**src/rtl/mul_seq_if.sv**
```systemverilog
// CPU-side interface of the sequential multiplier: start/operand request
// plus busy/done status and the registered product with its flags.
interface mul_seq_if #(
  parameter int WIDTH = 32
);
  logic                 start;
  logic [WIDTH-1:0]     a;
  logic [WIDTH-1:0]     b;
  logic                 busy;
  logic                 done;
  logic [2*WIDTH-1:0]   product;
  logic                 hi_nz;
  logic                 zero;

  // CPU side: issues requests, observes status and result
  modport master (
    output start, a, b,
    input  busy, done, product, hi_nz, zero
  );

  // Multiplier side: accepts requests, reports status and result
  modport slave (
    input  start, a, b,
    output busy, done, product, hi_nz, zero
  );
endinterface

```
**src/rtl/mul_seq.sv**
```systemverilog
// Sequential shift-add unsigned multiplier controller. One add/shift step
// per clock through an external combinational adder; the carry-out of that
// adder is shifted into the top of the high product half so the all-ones
// case is exact. Fixed latency of WIDTH+1 cycles from accepted start to done.
module mul_seq #(
  parameter int WIDTH = 32,
  parameter int CNT_W = 6
) (
  input  logic             clk,
  input  logic             rst_n,
  mul_seq_if.slave         bus,
  output logic [WIDTH-1:0] add_a,
  output logic [WIDTH-1:0] add_b,
  output logic             add_cin,
  input  logic [WIDTH-1:0] add_f,
  input  logic             add_cout
);

  typedef enum logic [1:0] {
    ST_IDLE = 2'd0,
    ST_CALC = 2'd1,
    ST_DONE = 2'd2
  } state_t;

  // Count value of the final add/shift step
  localparam logic [CNT_W-1:0] LAST_CNT = CNT_W'(WIDTH - 1);

  state_t           r_state;
  logic [WIDTH-1:0] r_mcand;
  logic [WIDTH-1:0] r_p_hi;
  logic [WIDTH-1:0] r_p_lo;
  logic [CNT_W-1:0] r_cnt;

  state_t           w_state_nxt;
  logic [WIDTH-1:0] w_mcand_nxt;
  logic [WIDTH-1:0] w_p_hi_nxt;
  logic [WIDTH-1:0] w_p_lo_nxt;
  logic [CNT_W-1:0] w_cnt_nxt;

  // Adder operands: accumulate the multiplicand only when the current
  // multiplier bit (p_lo[0]) is set, otherwise the step is a pure shift
  assign add_a   = r_p_hi;
  assign add_b   = r_p_lo[0] ? r_mcand : {WIDTH{1'b0}};
  assign add_cin = 1'b0;

  // Status and result decoded straight from registers
  assign bus.busy    = (r_state == ST_CALC);
  assign bus.done    = (r_state == ST_DONE);
  assign bus.product = {r_p_hi, r_p_lo};
  assign bus.hi_nz   = |r_p_hi;
  assign bus.zero    = ~(|{r_p_hi, r_p_lo});

  // Next-state and datapath next values; hold everything by default
  always_comb begin
    w_state_nxt = r_state;
    w_mcand_nxt = r_mcand;
    w_p_hi_nxt  = r_p_hi;
    w_p_lo_nxt  = r_p_lo;
    w_cnt_nxt   = r_cnt;
    case (r_state)
      ST_IDLE: begin
        if (bus.start) begin
          w_mcand_nxt = bus.a;
          w_p_hi_nxt  = {WIDTH{1'b0}};
          w_p_lo_nxt  = bus.b;
          w_cnt_nxt   = {CNT_W{1'b0}};
          w_state_nxt = ST_CALC;
        end else begin
          w_state_nxt = ST_IDLE;
        end
      end
      ST_CALC: begin
        // {cout, sum, p_lo} shifted right by one
        {w_p_hi_nxt, w_p_lo_nxt} = {add_cout, add_f, r_p_lo[WIDTH-1:1]};
        w_cnt_nxt = r_cnt + {{(CNT_W-1){1'b0}}, 1'b1};
        if (r_cnt == LAST_CNT) begin
          w_state_nxt = ST_DONE;
        end else begin
          w_state_nxt = ST_CALC;
        end
      end
      ST_DONE: begin
        // start is ignored here; always return to IDLE
        w_state_nxt = ST_IDLE;
      end
      default: begin
        w_state_nxt = ST_IDLE;
      end
    endcase
  end

  // State register with synchronous active-low reset
  always_ff @(posedge clk) begin
    if (!rst_n) begin
      r_state <= ST_IDLE;
    end else begin
      r_state <= w_state_nxt;
    end
  end

  // Datapath registers; reset discards any partial result
  always_ff @(posedge clk) begin
    if (!rst_n) begin
      r_mcand <= {WIDTH{1'b0}};
      r_p_hi  <= {WIDTH{1'b0}};
      r_p_lo  <= {WIDTH{1'b0}};
      r_cnt   <= {CNT_W{1'b0}};
    end else begin
      r_mcand <= w_mcand_nxt;
      r_p_hi  <= w_p_hi_nxt;
      r_p_lo  <= w_p_lo_nxt;
      r_cnt   <= w_cnt_nxt;
    end
  end

endmodule
```
**src/flat_wrapper.sv**
```systemverilog
// flat-port wrapper written by rule: the top's interface ports become plain ports
module mul_seq_flat 
#(
  parameter int WIDTH = 32,
  parameter int CNT_W = 6
)
  (clk, rst_n, add_a, add_b, add_cin, add_f, add_cout, bus_start, bus_a, bus_b, bus_busy, bus_done, bus_product, bus_hi_nz, bus_zero);
  mul_seq_if #(.WIDTH(WIDTH)) bus_i ();
  input  logic clk;
  input  logic rst_n;
  output logic [WIDTH-1:0] add_a;
  output logic [WIDTH-1:0] add_b;
  output logic add_cin;
  input  logic [WIDTH-1:0] add_f;
  input  logic add_cout;
  input wire logic [$bits(bus_i.start)-1:0] bus_start;
  input wire logic [$bits(bus_i.a)-1:0] bus_a;
  input wire logic [$bits(bus_i.b)-1:0] bus_b;
  output wire logic [$bits(bus_i.busy)-1:0] bus_busy;
  output wire logic [$bits(bus_i.done)-1:0] bus_done;
  output wire logic [$bits(bus_i.product)-1:0] bus_product;
  output wire logic [$bits(bus_i.hi_nz)-1:0] bus_hi_nz;
  output wire logic [$bits(bus_i.zero)-1:0] bus_zero;
  assign bus_i.start = bus_start;
  assign bus_i.a = bus_a;
  assign bus_i.b = bus_b;
  assign bus_busy = bus_i.busy;
  assign bus_done = bus_i.done;
  assign bus_product = bus_i.product;
  assign bus_hi_nz = bus_i.hi_nz;
  assign bus_zero = bus_i.zero;
  mul_seq #(.WIDTH(WIDTH), .CNT_W(CNT_W)) u_core (.clk(clk), .rst_n(rst_n), .bus(bus_i), .add_a(add_a), .add_b(add_b), .add_cin(add_cin), .add_f(add_f), .add_cout(add_cout));
endmodule
```
**config.mk**
```make
export PLATFORM = sky130hd
export DESIGN_NAME = mul_seq_flat
export DESIGN_NICKNAME = d
export VERILOG_FILES = /design/src/rtl/mul_seq_if.sv /design/src/rtl/mul_seq.sv /design/src/flat_wrapper.sv
export SDC_FILE = /design/constraint.sdc
export NUM_CORES = 1
export LEC_CHECK = 0
export BUFFER_PORTS_ARGS = -buffer_cell sky130_fd_sc_hd__buf_2
export CORE_MARGIN = 2
export CORE_UTILIZATION = 45
export CTS_CLUSTER_DIAMETER = 150
export CTS_CLUSTER_SIZE = 25
export DETAILED_ROUTE_END_ITERATION = 16
export PLACE_DENSITY = 0.88
export SETUP_SLACK_MARGIN = 0.3
export SLEW_MARGIN = 40
export SYNTH_ARGS = -nofsm -noshare
export SYNTH_HDL_FRONTEND = slang
export SYNTH_SLANG_ARGS = --single-unit
```
**constraint.sdc**
```tcl
create_clock -name clk -period 1.8 [get_ports clk]
set_input_delay 0.36 -clock clk [delete_from_list [all_inputs] [get_ports clk]]
set_output_delay 0.36 -clock clk [all_outputs]
set_load 0.01 [all_outputs]
```
# Word-level counts from Yosys, hierarchy flattened
# Index checks and enable logic that the tools add are counted.
# totals
ff_bits	104
inputBits	100
out_inout_bits	133
wordCells	27
# classes
n_addsub	1
n_eq_ne	4
n_mux	10
bitwise_logic	1
n_reduce_logical	6
# ops
cell	count
32-bit one-hot mux with 2 select lines	2
32-bit two-way mux	3
64-bit OR reduction	1
32-bit OR reduction	1
6-bit one-hot mux with 2 select lines	1
6-bit by 1-bit adder with 6-bit output (second input constant)	1
6-bit by 5-bit == test with 1-bit output (second input constant)	1
6-bit two-way mux	1
2-bit one-hot mux with 2 select lines	1
2-bit AND reduction	2
2-bit by 1-bit == test with 1-bit output (second input constant)	1
2-bit == test (second input constant)	1
2-bit logical NOT	1
2-bit two-way mux	1
2-bit != test (second input constant)	1
2-bit nonzero test	1
1-bit two-way mux	1
1-bit inverter	1

# Logic depth before layout (Yosys ltp)
# Gate-level depths: netlist (run 1).
# logic_depth
depth_word	3
mapped_depth	7
mapped_depth_nobuf	4

# Least setup slack after synthesis (run 1)
# OpenSTA, ideal clock, no wires.
# synth_timing
kind	register to output
startpoint	register u_core.r_p_hi[24] (netlist: u_core.add_a[24])
endpoint	output bus_zero
t_arrival_ns	1.197
required_ns	1.440
setup_slack_ns	0.243
path_stages_with_launch	4
n_path_buf	0
path_cell_list	dfxtp_1 -> nor4_1 -> nand4_1 -> nor4_1
# synth_via
elab_chain_len	2
# synth_rtl
item	line_no	rtl
start: declaration	mul_seq.sv:30	logic [WIDTH-1:0] r_p_hi;
start signal: assignment	mul_seq.sv:105	r_p_hi <= {WIDTH{1'b0}};
start signal: assignment	mul_seq.sv:110	r_p_hi <= w_p_hi_nxt;
64-bit OR reduction	mul_seq.sv:51	assign bus.zero = ~(|{r_p_hi, r_p_lo});
1-bit inverter	mul_seq.sv:51	
end: declaration	flat_wrapper.sv:23	output wire logic [$bits(bus_i.zero)-1:0] bus_zero;
# No other way between the ends.

# Final worst setup path (run 1)
# layout_timing
startpoint	register u_core.r_p_lo[31]
endpoint	output bus_zero
# layout_via
elab_chain_len	2
# layout_rtl
item	line_no	rtl
start: declaration	mul_seq.sv:31	logic [WIDTH-1:0] r_p_lo;
start signal: assignment	mul_seq.sv:106	r_p_lo <= {WIDTH{1'b0}};
start signal: assignment	mul_seq.sv:111	r_p_lo <= w_p_lo_nxt;
64-bit OR reduction	mul_seq.sv:51	
1-bit inverter	mul_seq.sv:51	
# No other way between the ends.

==> flow_metrics.py, run 1 <==
metrics = {
    "timing": {
        "period_minus_slack_ns": 2.10,
        "finalHoldViolCount": 0,
        "fmax_mhz": 476,
        "setup_slack_ns": -0.299,
        "finalMaxSlewViolations": 0,
        "finClkSkew_ns": 0.0125,
        "grt_setup_unrepaired": "true",
        "min_period_over_period_pct": 117,
        "timing.hold.ws_ns": 0.205,
        "setup_viol": 2,
    },
    "synthesis": {
        "ys_seq_area_share_pct": 48.2,
        "synth_most_common_cell": "dfxtp_1",
        "synth_cell_types": 41,
        "yosys-top-cells-count": "dfxtp_1, nand2_1, a21oi_1, buf_4, a22o_1",
        "synth_edf_count": 0,
        "postSynthCellCount": 487,
        "synth_nets": 588,
        "syn_area_per_cell_um2": 8.87,
        "synth_top_cell_area_share_pct": 48.2,
        "synth_area_um2": 4320,
        "yosys_most_used_dff": "dfxtp_1",
        "ys_ff_latch": 104,
        "yosys_warnings": 0,
        "synth.largest_area_cell": "dfxtp_1",
        "async_reset_ff_share_pct": 0,
        "ys_top_cells_by_area": "dfxtp_1, a21oi_1, a22o_1",
    },
    "cells_and_area": {
        "nNetsFinal": 788,
        "drive_gt1_share_pct": 49.1,
        "final_cells": 820,
        "area_growth_pct": 41.5,
        "diodes": 0,
    },
    "clocking": {
        "clk_pin_slew_worst_paths_ns": 0.10,
        "tritoncts.num_buffers": 9,
        "cts_tree": "yes",
        "cts.sinks": 104,
        "root_buffer": "clkbuf_8",
        "cts_hold_buf": 0,
        "insertion_delay_ns": 0.36,
        "htree_levels": 3,
        "clockBufferDepth": 2,
    },
    "detailed_routing": {
        "first_iter_violations": 250,
        "drt-total-wl_mm": 13.8,
        "dr.pass1.iters": 5,
        "post_drt_wl_per_cell_um": 16.9,
        "via_per_inst": 5.53,
        "vias": 4533,
        "ant_nets": 0,
        "drc": 0,
    },
    "critical_path": {
        "critical_path_arrival_ns": 1.74,
        "r2r_start": "u_core.r_state[1]",
        "endpoint_kind": "primary output",
        "critical_path_class": "reg2out",
        "cp_max_fo": 4,
        "startpoint_type": "flop",
        "cp.required_ns": 1.44,
        "crit_path_start": "u_core.r_p_lo[31]",
    },
    "global_route": {
        "grt_pass1_wl_mm": 19.3,
        "grt_max_degree": 40,
        "grt_pass1_vias": 3978,
        "grtUsageTotal_pct": 23.4,
        "overflow": 0,
        "grt_antenna_before_repair": 0,
    },
    "die": {
        "die_area_um2": 10400,
        "rows": 35,
        "coreArea_um2": 9280,
        "ios": 233,
        "die_height_um": 102,
        "start_util_pct": 46.5,
        "die_w_um": 102,
    },
    "placement": {
        "port_buffers": 231,
        "place_ws_ns": -0.0151,
        "place_congestion": 0.854,
        "dp_hpwl_mm": 9.26,
        "dp.cells": 799,
    },
    "worst_hold_path": {
        "hold_class": "in2reg",
        "hp-start": "add_f[20]",
    },
    "job": {
        "drv_cap": 0,
    },
    "status": {
        "status": "complete, but fails checks",
        "violations": "negative setup slack",
    },
    "power": {
        "ir_drop_mv": 0.438,
        "powerDensity_nw_per_um2": 870,
        "p_leak_uw": 0.00290,
    },
}
==> cell families (layout without fill, tap and decap cells) <==
group	count (synthesis)	after routing	share of synthesized area, %
AOI/OAI and AO/OA	163	163	23.8
DFF	104	104	48.2
and+or+nand+nor	143	143	17.2
adders and majority gates	1	1	0.290
buffers and inverters	75	279	10.5
other	1	1	0.0868
==> routing by layer <==
layer  track usage, %  vias to the layer above  part of all wire [%]
li1                 -                     2105                     -
met1             28.5                     2126                    39
met2             40.5                      274                    50
met3             5.27                       28                   8.6
met4             8.72                        0                   2.2
met5                0                        -                     0
==> flip-flops by register name (all words and copies together), names as in the netlist <==
signal,cells
u_core.r_mcand,32
u_core.r_cnt,6
u_core.r_p_lo,32
u_core.r_state,2
u_core.add_a,32
==> through the flow <==
step | setup TNS, ns | power (uW) | instance area, um2 | utilization [%]
global route | -0.790 | 5570 | 6110 | 65.8
floorplan | 0 | 3290 | 4320 | -
detailed placement | -0.0151 | 3700 | 5390 | 58.0
finish | -0.510 | 5310 | 6110 | 65.8
global placement | -0.0237 | 3660 | 5390 | 58.0
CTS | -0.491 | 5230 | 5750 | 62.0
==> placed cells by master, fill, tap and decap left out, types with 3 or more instances in the layout <==
cell type / netlist / routed
nor4_4: 0 / 5
nor4_2: 0 / 7
buf_4: 39 / 21
clkbuf_8: 0 / 9
dfxtp_2: 0 / 10
a22o_1: 35 / 35
nor4_1: 17 / 5
a221o_1: 3 / 3
and2_4: 0 / 32
o21ai_1: 27 / 27
a21oi_1: 62 / 62
buf_2: 14 / 197
nor2_1: 4 / 3
buf_6: 1 / 38
nand2_1: 67 / 67
and3_1: 4 / 4
nand4_1: 4 / 4
o22ai_1: 27 / 27
dfxtp_1: 104 / 92
==> critical path, stage by stage (launching register included) <==
cell     delay [ns]
dfxtp_1        0.39
nor4_1         0.33
nand4_1        0.20
nor4_4         0.30
buf_2          0.17
==> power breakdown <==
group          total (uW)  internal [uW]  switching, uW
Clock                1460            646            817
Sequential           2670           2480            187
Combinational        1180            572            607
Total                5310           3700           1610
==> worst paths after layout <==
| kind | to | slack (ns) | depth (start not counted) |
|---|---|---|---|
| max | bus_zero | -0.30 | 4 |
| min | u_core.add_a[19] | 0.20 | 2 |
| max reg2reg | u_core.r_mcand[30] | 0.30 | 5 |
| min reg2reg | u_core.r_mcand[27] | 0.46 | 2 |
==> repair_timing <==
item	in CTS	in global routing
resized for setup	28	81
buffers inserted	5	0
cloned	1	0
setup endpoints to repair	70	37
pin swaps	8	8
==> cell type report <==
class                      instances  area (um2)
clock buffer                       9         124
clock inverter                     6        68.8
fill                             729        3180
inverter                           5        21.3
multi-input combinational        308        1990
sequential                       104        2100
tap                              129         161
timing repair buffer             259        1640
No activity file was read; power rests on OpenSTA's default activity.
==> run 2, diff against run 1 <==
ABC_AREA = 1   (was default)
CORE_UTILIZATION = 46   (was 45)
RECOVER_POWER = 25   (was default)
==> run 2 against run 1 <==
Against the previous run: critical endpoint unchanged; the flow still finishes with violations (negative setup slack); power increased by 3.3%; sequential share of layout area decreased by 2.4 points; largest power group unchanged; highest routed layer unchanged; synthesized area increased by 10%; routed wire length increased by 11%; clock power increased by 16%; maximum frequency increased by 15%.
==> flow_metrics.py, run 2 <==
metrics = {
    "status": {
        "status": "complete, but fails checks",
        "violations": "negative setup slack",
    },
    "synthesis": {
        "synth_area_um2": 4750,
        "synth_nets": 768,
        "synth.largest_area_cell": "dfxtp_1",
        "synth_edf_count": 0,
        "yosys_most_used_dff": "dfxtp_1",
        "synth_most_common_cell": "nand2_1",
        "async_reset_ff_share_pct": 0,
        "ys_ff_latch": 104,
        "yosys-top-cells-count": "nand2_1, nor2_1, dfxtp_1, inv_1, o21ai_0",
        "yosys_warnings": 0,
        "ys_top_cells_by_area": "dfxtp_1, nand2_1, nor2_1",
        "syn_area_per_cell_um2": 7.12,
        "postSynthCellCount": 667,
        "synth_cell_types": 28,
        "ys_seq_area_share_pct": 43.8,
        "synth_top_cell_area_share_pct": 43.8,
    },
    "cells_and_area": {
        "nNetsFinal": 969,
        "mostFrequentLayoutCell": "buf_2",
        "diodes": 0,
        "drive_gt1_share_pct": 38.0,
        "area_growth_pct": 37.9,
        "fin_util_pct": 64.3,
        "final_cell_mix": "buf_2, nand2_1, nor2_1, dfxtp_1, o21ai_0",
        "final_cells": 1009,
    },
    "detailed_routing": {
        "drt-total-wl_mm": 15.3,
        "post_drt_wl_per_cell_um": 15.2,
        "vias": 5181,
        "ant_nets": 0,
        "via_per_inst": 5.13,
        "first_iter_violations": 400,
        "drc": 0,
        "dr.pass1.iters": 6,
    },
    "die": {
        "die_area_um2": 11200,
        "coreArea_um2": 10200,
        "die_height_um": 106,
        "ios": 233,
        "start_util_pct": 46.7,
        "die_w_um": 106,
        "rows": 37,
    },
    "power": {
        "powerDensity_nw_per_um2": 837,
        "total_power_uw": 5480,
        "p_leak_uw": 0.00351,
        "ir_drop_mv": 0.635,
    },
    "timing": {
        "fmax_mhz": 549,
        "grt_setup_unrepaired": "true",
        "setup_slack_ns": -0.0228,
        "slew_headroom_pct": 47.5,
        "finalHoldViolCount": 0,
        "min_period_over_period_pct": 101,
        "finalMaxSlewViolations": 0,
        "period_minus_slack_ns": 1.82,
        "tns_ns": -0.0228,
        "setup_viol": 1,
        "timing.hold.ws_ns": 0.195,
        "finClkSkew_ns": 0.0213,
        "tightest_slew_ns": 0.788,
    },
    "global_route": {
        "grtUsageTotal_pct": 24.4,
        "grt_pass1_wl_mm": 22.2,
        "overflow": 0,
        "grt_antenna_before_repair": 0,
        "grt_max_degree": 44,
        "grt_pass1_vias": 4722,
    },
    "critical_path": {
        "critical_path_class": "reg2out",
        "r2r_start": "u_core.r_state[1]",
        "crit_chain": "nor2_1, and2_1, nand2_1, nor2_2, nand2_1, nor2_1, buf_2",
        "cp.required_ns": 1.44,
        "critical_path_arrival_ns": 1.46,
        "reg2reg_to": "u_core.r_p_lo[5]",
        "startpoint_type": "flop",
        "slowest_stage": "dfxtp_2",
        "endpoint_kind": "primary output",
        "r2r_cells": 7,
        "critPathMaxStageDelay_ns": 0.34,
        "cp_max_fo": 2,
        "regToRegSetupSlack_ns": 0.02,
    },
    "worst_hold_path": {
        "worstHoldEndpoint": "u_core.add_a[17]",
        "hp-start": "add_f[18]",
        "hold_depth": 3,
        "hold_class": "in2reg",
    },
    "clocking": {
        "tritoncts.num_buffers": 9,
        "cts.sinks": 104,
        "root_buffer": "clkbuf_8",
        "insertion_delay_ns": 0.37,
        "clockBufferDepth": 2,
        "cts_tree": "yes",
        "clk_pin_slew_worst_paths_ns": 0.10,
        "htree_levels": 3,
    },
    "job": {
        "drv_cap": 0,
    },
    "placement": {
        "place_congestion": 0.840,
        "port_buffers": 231,
        "dp_hpwl_mm": 9.19,
        "dp.cells": 977,
    },
}
## run 2: cell types whose count changed after synthesis, moves of 31 or more
| cell | previous run | this run |
|---|---|---|
| a22o_1 | 35 | 0 |
| and2_1 | 32 | 1 |
| a21oi_1 | 62 | 4 |
| inv_1 | 3 | 73 |
| o21ai_0 | 1 | 42 |
| nor2_1 | 4 | 116 |
| nand2_1 | 67 | 169 |
## run 2: critical path, delay by kind of cell (launching register included)
family,cells,cell delay [ns]
buffers and inverters,1,0.14
DFF,1,0.34
and+or+nand+nor,6,0.62
## run 2: layer usage
layer | vias up | GRT usage (%) | share of wire (%)
met1 | 2362 | 28.1 | 37
met4 | 0 | 9.49 | 3.0
met3 | 47 | 5.26 | 9.8
li1 | 2466 | - | -
met5 | - | 0 | 0
met2 | 306 | 43.8 | 50
## run 2: per-stage QoR
step | cell area, um2 | worst slack, ns
detailed placement | 5740 | 0.276
CTS | 6320 | -0.0577
global placement | 5740 | 0.292
finish | 6550 | -0.0228
global route | 6550 | -0.151
floorplan | 4750 | 0.421
## run 2: power breakdown
part	internal [uW]	total [uW]	switching [uW]
Combinational	477	1150	677
Sequential	2470	2640	166
Clock	844	1690	848
## run 2: cells by family (layout without fill, tap and decap cells)
logic type               count (synthesis)  after routing  share of synthesized area [%]
AO/OA/AOI/OAI                          107            107                           14.1
other                                    1              1                         0.0789
AND/OR/NAND/NOR                        308            308                           26.0
adder cells (fa/ha/maj)                  1              1                          0.263
buffers and inverters                  146            352                           15.8
flip-flops                             104            104                           43.8
## run 2: cell type report
| type | count | area (um2) |
|---|---|---|
| clock buffer | 10 | 138 |
| clock inverter | 6 | 97.6 |
| tap | 136 | 170 |
| inverter | 76 | 288 |
| timing repair buffer | 260 | 1630 |
| multi-input combinational | 417 | 2130 |
| sequential | 104 | 2100 |
| fill | 881 | 3630 |
## run 2: worst max-delay path by stage
stage | from | to | cells after the start | slack (ns)
global placement | u_core.add_a[11] | bus_zero | 7 | 0.29
finish | u_core.add_a[13] | bus_zero | 7 | -0.02
CTS | u_core.add_a[13] | bus_zero | 7 | -0.06
detailed placement | u_core.add_a[11] | bus_zero | 7 | 0.28
global route | u_core.add_a[14] | bus_zero | 7 | -0.15
floorplan | u_core.r_p_lo[0] | add_b[10] | 4 | 0.42
## run 2: repair_timing
item                                    CTS  global route
endpoints found under the setup margin   36            40
hold buffers                              0             0
buffers inserted                          5             7
resized for setup                        91            61
cloned                                    1             3
pin swaps                                 6             8
==> run 3, diff against run 2 <==
CORE_UTILIZATION = 48   (was 46)
CTS_BUF_LIST = sky130_fd_sc_hd__clkbuf_4   (was default)
CTS_CLUSTER_SIZE = 14   (was 25)
PLACE_DENSITY = 0.91   (was 0.88)
==> run 3 against run 2 <==
Against the previous run: die area decreased by 4.0%; clock power is 23% lower; largest power group unchanged; first-iteration DRC count down 34%; sequential power barely moved; non-clock buffer count grew 4; final area is 1.3% higher; routed wire length shrank 5.7%; count of clock-buffer cells in the layout down 1; the flow still finishes with violations (negative setup slack); worst hold slack got worse by 0.096 ns; critical path type unchanged; core utilization is 4.2 points higher; maximum frequency down 4.2%.
==> flow_metrics.py, run 3 (synthesis results as in run 2) <==
metrics = {
    "die": {
        "coreArea_um2": 9680,
        "start_util_pct": 49.1,
        "rows": 36,
        "die_w_um": 104,
        "die_height_um": 104,
        "die_area_um2": 10700,
        "ios": 233,
    },
    "cells_and_area": {
        "nNetsFinal": 973,
        "finalInstanceArea_um2": 6640,
        "area_growth_pct": 39.7,
        "final_cell_mix": "buf_2, nand2_1, nor2_1, dfxtp_1, o21ai_0",
        "diodes": 0,
        "drive_gt1_share_pct": 44.8,
        "mostFrequentLayoutCell": "buf_2",
    },
    "clocking": {
        "cts_tree": "yes",
        "tritoncts.num_buffers": 9,
        "root_buffer": "clkbuf_4",
        "htree_levels": 3,
        "clk_pin_slew_worst_paths_ns": 0.18,
        "cts_hold_buf": 0,
        "clockBufferDepth": 2,
        "insertion_delay_ns": 0.46,
        "cts.sinks": 104,
    },
    "global_route": {
        "grt_max_degree": 49,
        "overflow": 0,
        "grt_pass1_wl_mm": 21.6,
        "grt_antenna_before_repair": 0,
        "grt_pass1_vias": 4517,
        "grtUsageTotal_pct": 24.4,
    },
    "detailed_routing": {
        "dr.pass1.iters": 5,
        "drt-total-wl_mm": 14.4,
        "via_per_inst": 5.02,
        "drc": 0,
        "first_iter_violations": 265,
        "ant_nets": 0,
        "vias": 5073,
        "post_drt_wl_per_cell_um": 14.3,
    },
    "timing": {
        "setup_viol": 2,
        "period_minus_slack_ns": 1.90,
        "slew_headroom_pct": 51.4,
        "timing.hold.ws_ns": 0.0989,
        "grt_setup_unrepaired": "true",
        "setup_slack_ns": -0.103,
        "tightest_slew_ns": 0.728,
        "tns_ns": -0.109,
        "min_period_over_period_pct": 106,
        "fmax_mhz": 526,
        "finalMaxSlewViolations": 0,
        "finClkSkew_ns": 0.0259,
        "finalHoldViolCount": 0,
    },
    "worst_hold_path": {
        "hold_class": "in2reg",
        "hp-start": "add_f[11]",
        "worstHoldEndpoint": "u_core.add_a[10]",
        "hold_depth": 3,
    },
    "power": {
        "p_leak_uw": 0.00367,
        "total_power_uw": 5130,
        "ir_drop_mv": 0.445,
        "powerDensity_nw_per_um2": 773,
    },
    "critical_path": {
        "reg2reg_to": "u_core.r_p_lo[13]",
        "crit_chain": "nor2_1, nand4_1, nor2_1, nand2_1, nor2_1, buf_2",
        "critical_path_arrival_ns": 1.54,
        "regToRegSetupSlack_ns": -0.01,
        "slowest_stage": "dfxtp_1",
        "endpoint_kind": "primary output",
        "crit_family": "simple AND/OR/NAND/NOR gates",
        "critPathMaxStageDelay_ns": 0.37,
        "cp_max_fo": 4,
        "startpoint_type": "flop",
        "worst-path-stages": 6,
        "crit_buf_inv": 1,
        "cp.required_ns": 1.44,
        "critical_path_class": "reg2out",
        "crit_path_frequent_cell": "nor2_1",
        "r2r_start": "u_core.r_state[1]",
        "r2r_cells": 7,
    },
    "placement": {
        "placed_cell_area_um2": 5730,
        "port_buffers": 231,
        "place_ws_ns": 0.344,
        "dp_hpwl_mm": 9.13,
        "place_congestion": 0.816,
    },
    "status": {
        "status": "complete, but fails checks",
        "violations": "negative setup slack",
    },
    "job": {
        "drv_cap": 0,
    },
}
==> run 3: tightest hold or removal path, stage by stage <==
cell	delay [ns]
buf_2	0.07
nand2_1	0.04
o31ai_1	0.05
==> run 3: layer usage <==
layer | vias up | part of all wire [%] | global-route usage, %
met1 | 2324 | 39 | 30.0
met5 | - | 0 | 0
met3 | 27 | 8.4 | 6.29
met4 | 0 | 2.2 | 7.92
met2 | 243 | 50 | 41.8
li1 | 2479 | - | -
==> run 3: timing repair <==
action,in CTS,in global routing
setup endpoints to repair,37,50
gates resized for setup,42,138
pin swaps,22,32
buffers inserted,10,7
gates cloned,4,1
==> run 3: per-stage QoR <==
| step | util (%) | std cells |
|---|---|---|
| detailed placement | 59.2 | 972 |
| finish | 68.6 | 1010 |
| CTS | 63.9 | 1002 |
| floorplan | - | 667 |
| global placement | 59.2 | 972 |
| global route | 68.6 | 1010 |
==> run 3: where the power goes <==
group          leakage (uW)  internal, uW  switching (uW)
Combinational       0.00272           522             666
Clock             0.0000841           452             850
Sequential         0.000866          2480             161
Total               0.00367          3450            1680
==> run 3: cell type report <==
class | count | area (um2)
fillers | 774 | 3050
multi-input cells | 417 | 2140
flip-flops and latches | 104 | 2120
repair buffers | 264 | 1770
inverters | 76 | 288
well taps | 133 | 166
clock inverters | 7 | 86.3
clock buffers | 9 | 67.6
==> run 3: worst max path at each step <==
stage | start | slack, ns | to
after floorplan | u_core.r_p_lo[0] | 0.42 | add_b[10]
after global placement | u_core.add_a[0] | 0.35 | bus_zero
after detailed placement | u_core.add_a[0] | 0.34 | bus_zero
after CTS | u_core.add_a[2] | -0.13 | bus_zero
after global routing | u_core.add_a[0] | -0.23 | bus_zero
final | u_core.r_p_lo[21] | -0.10 | bus_zero
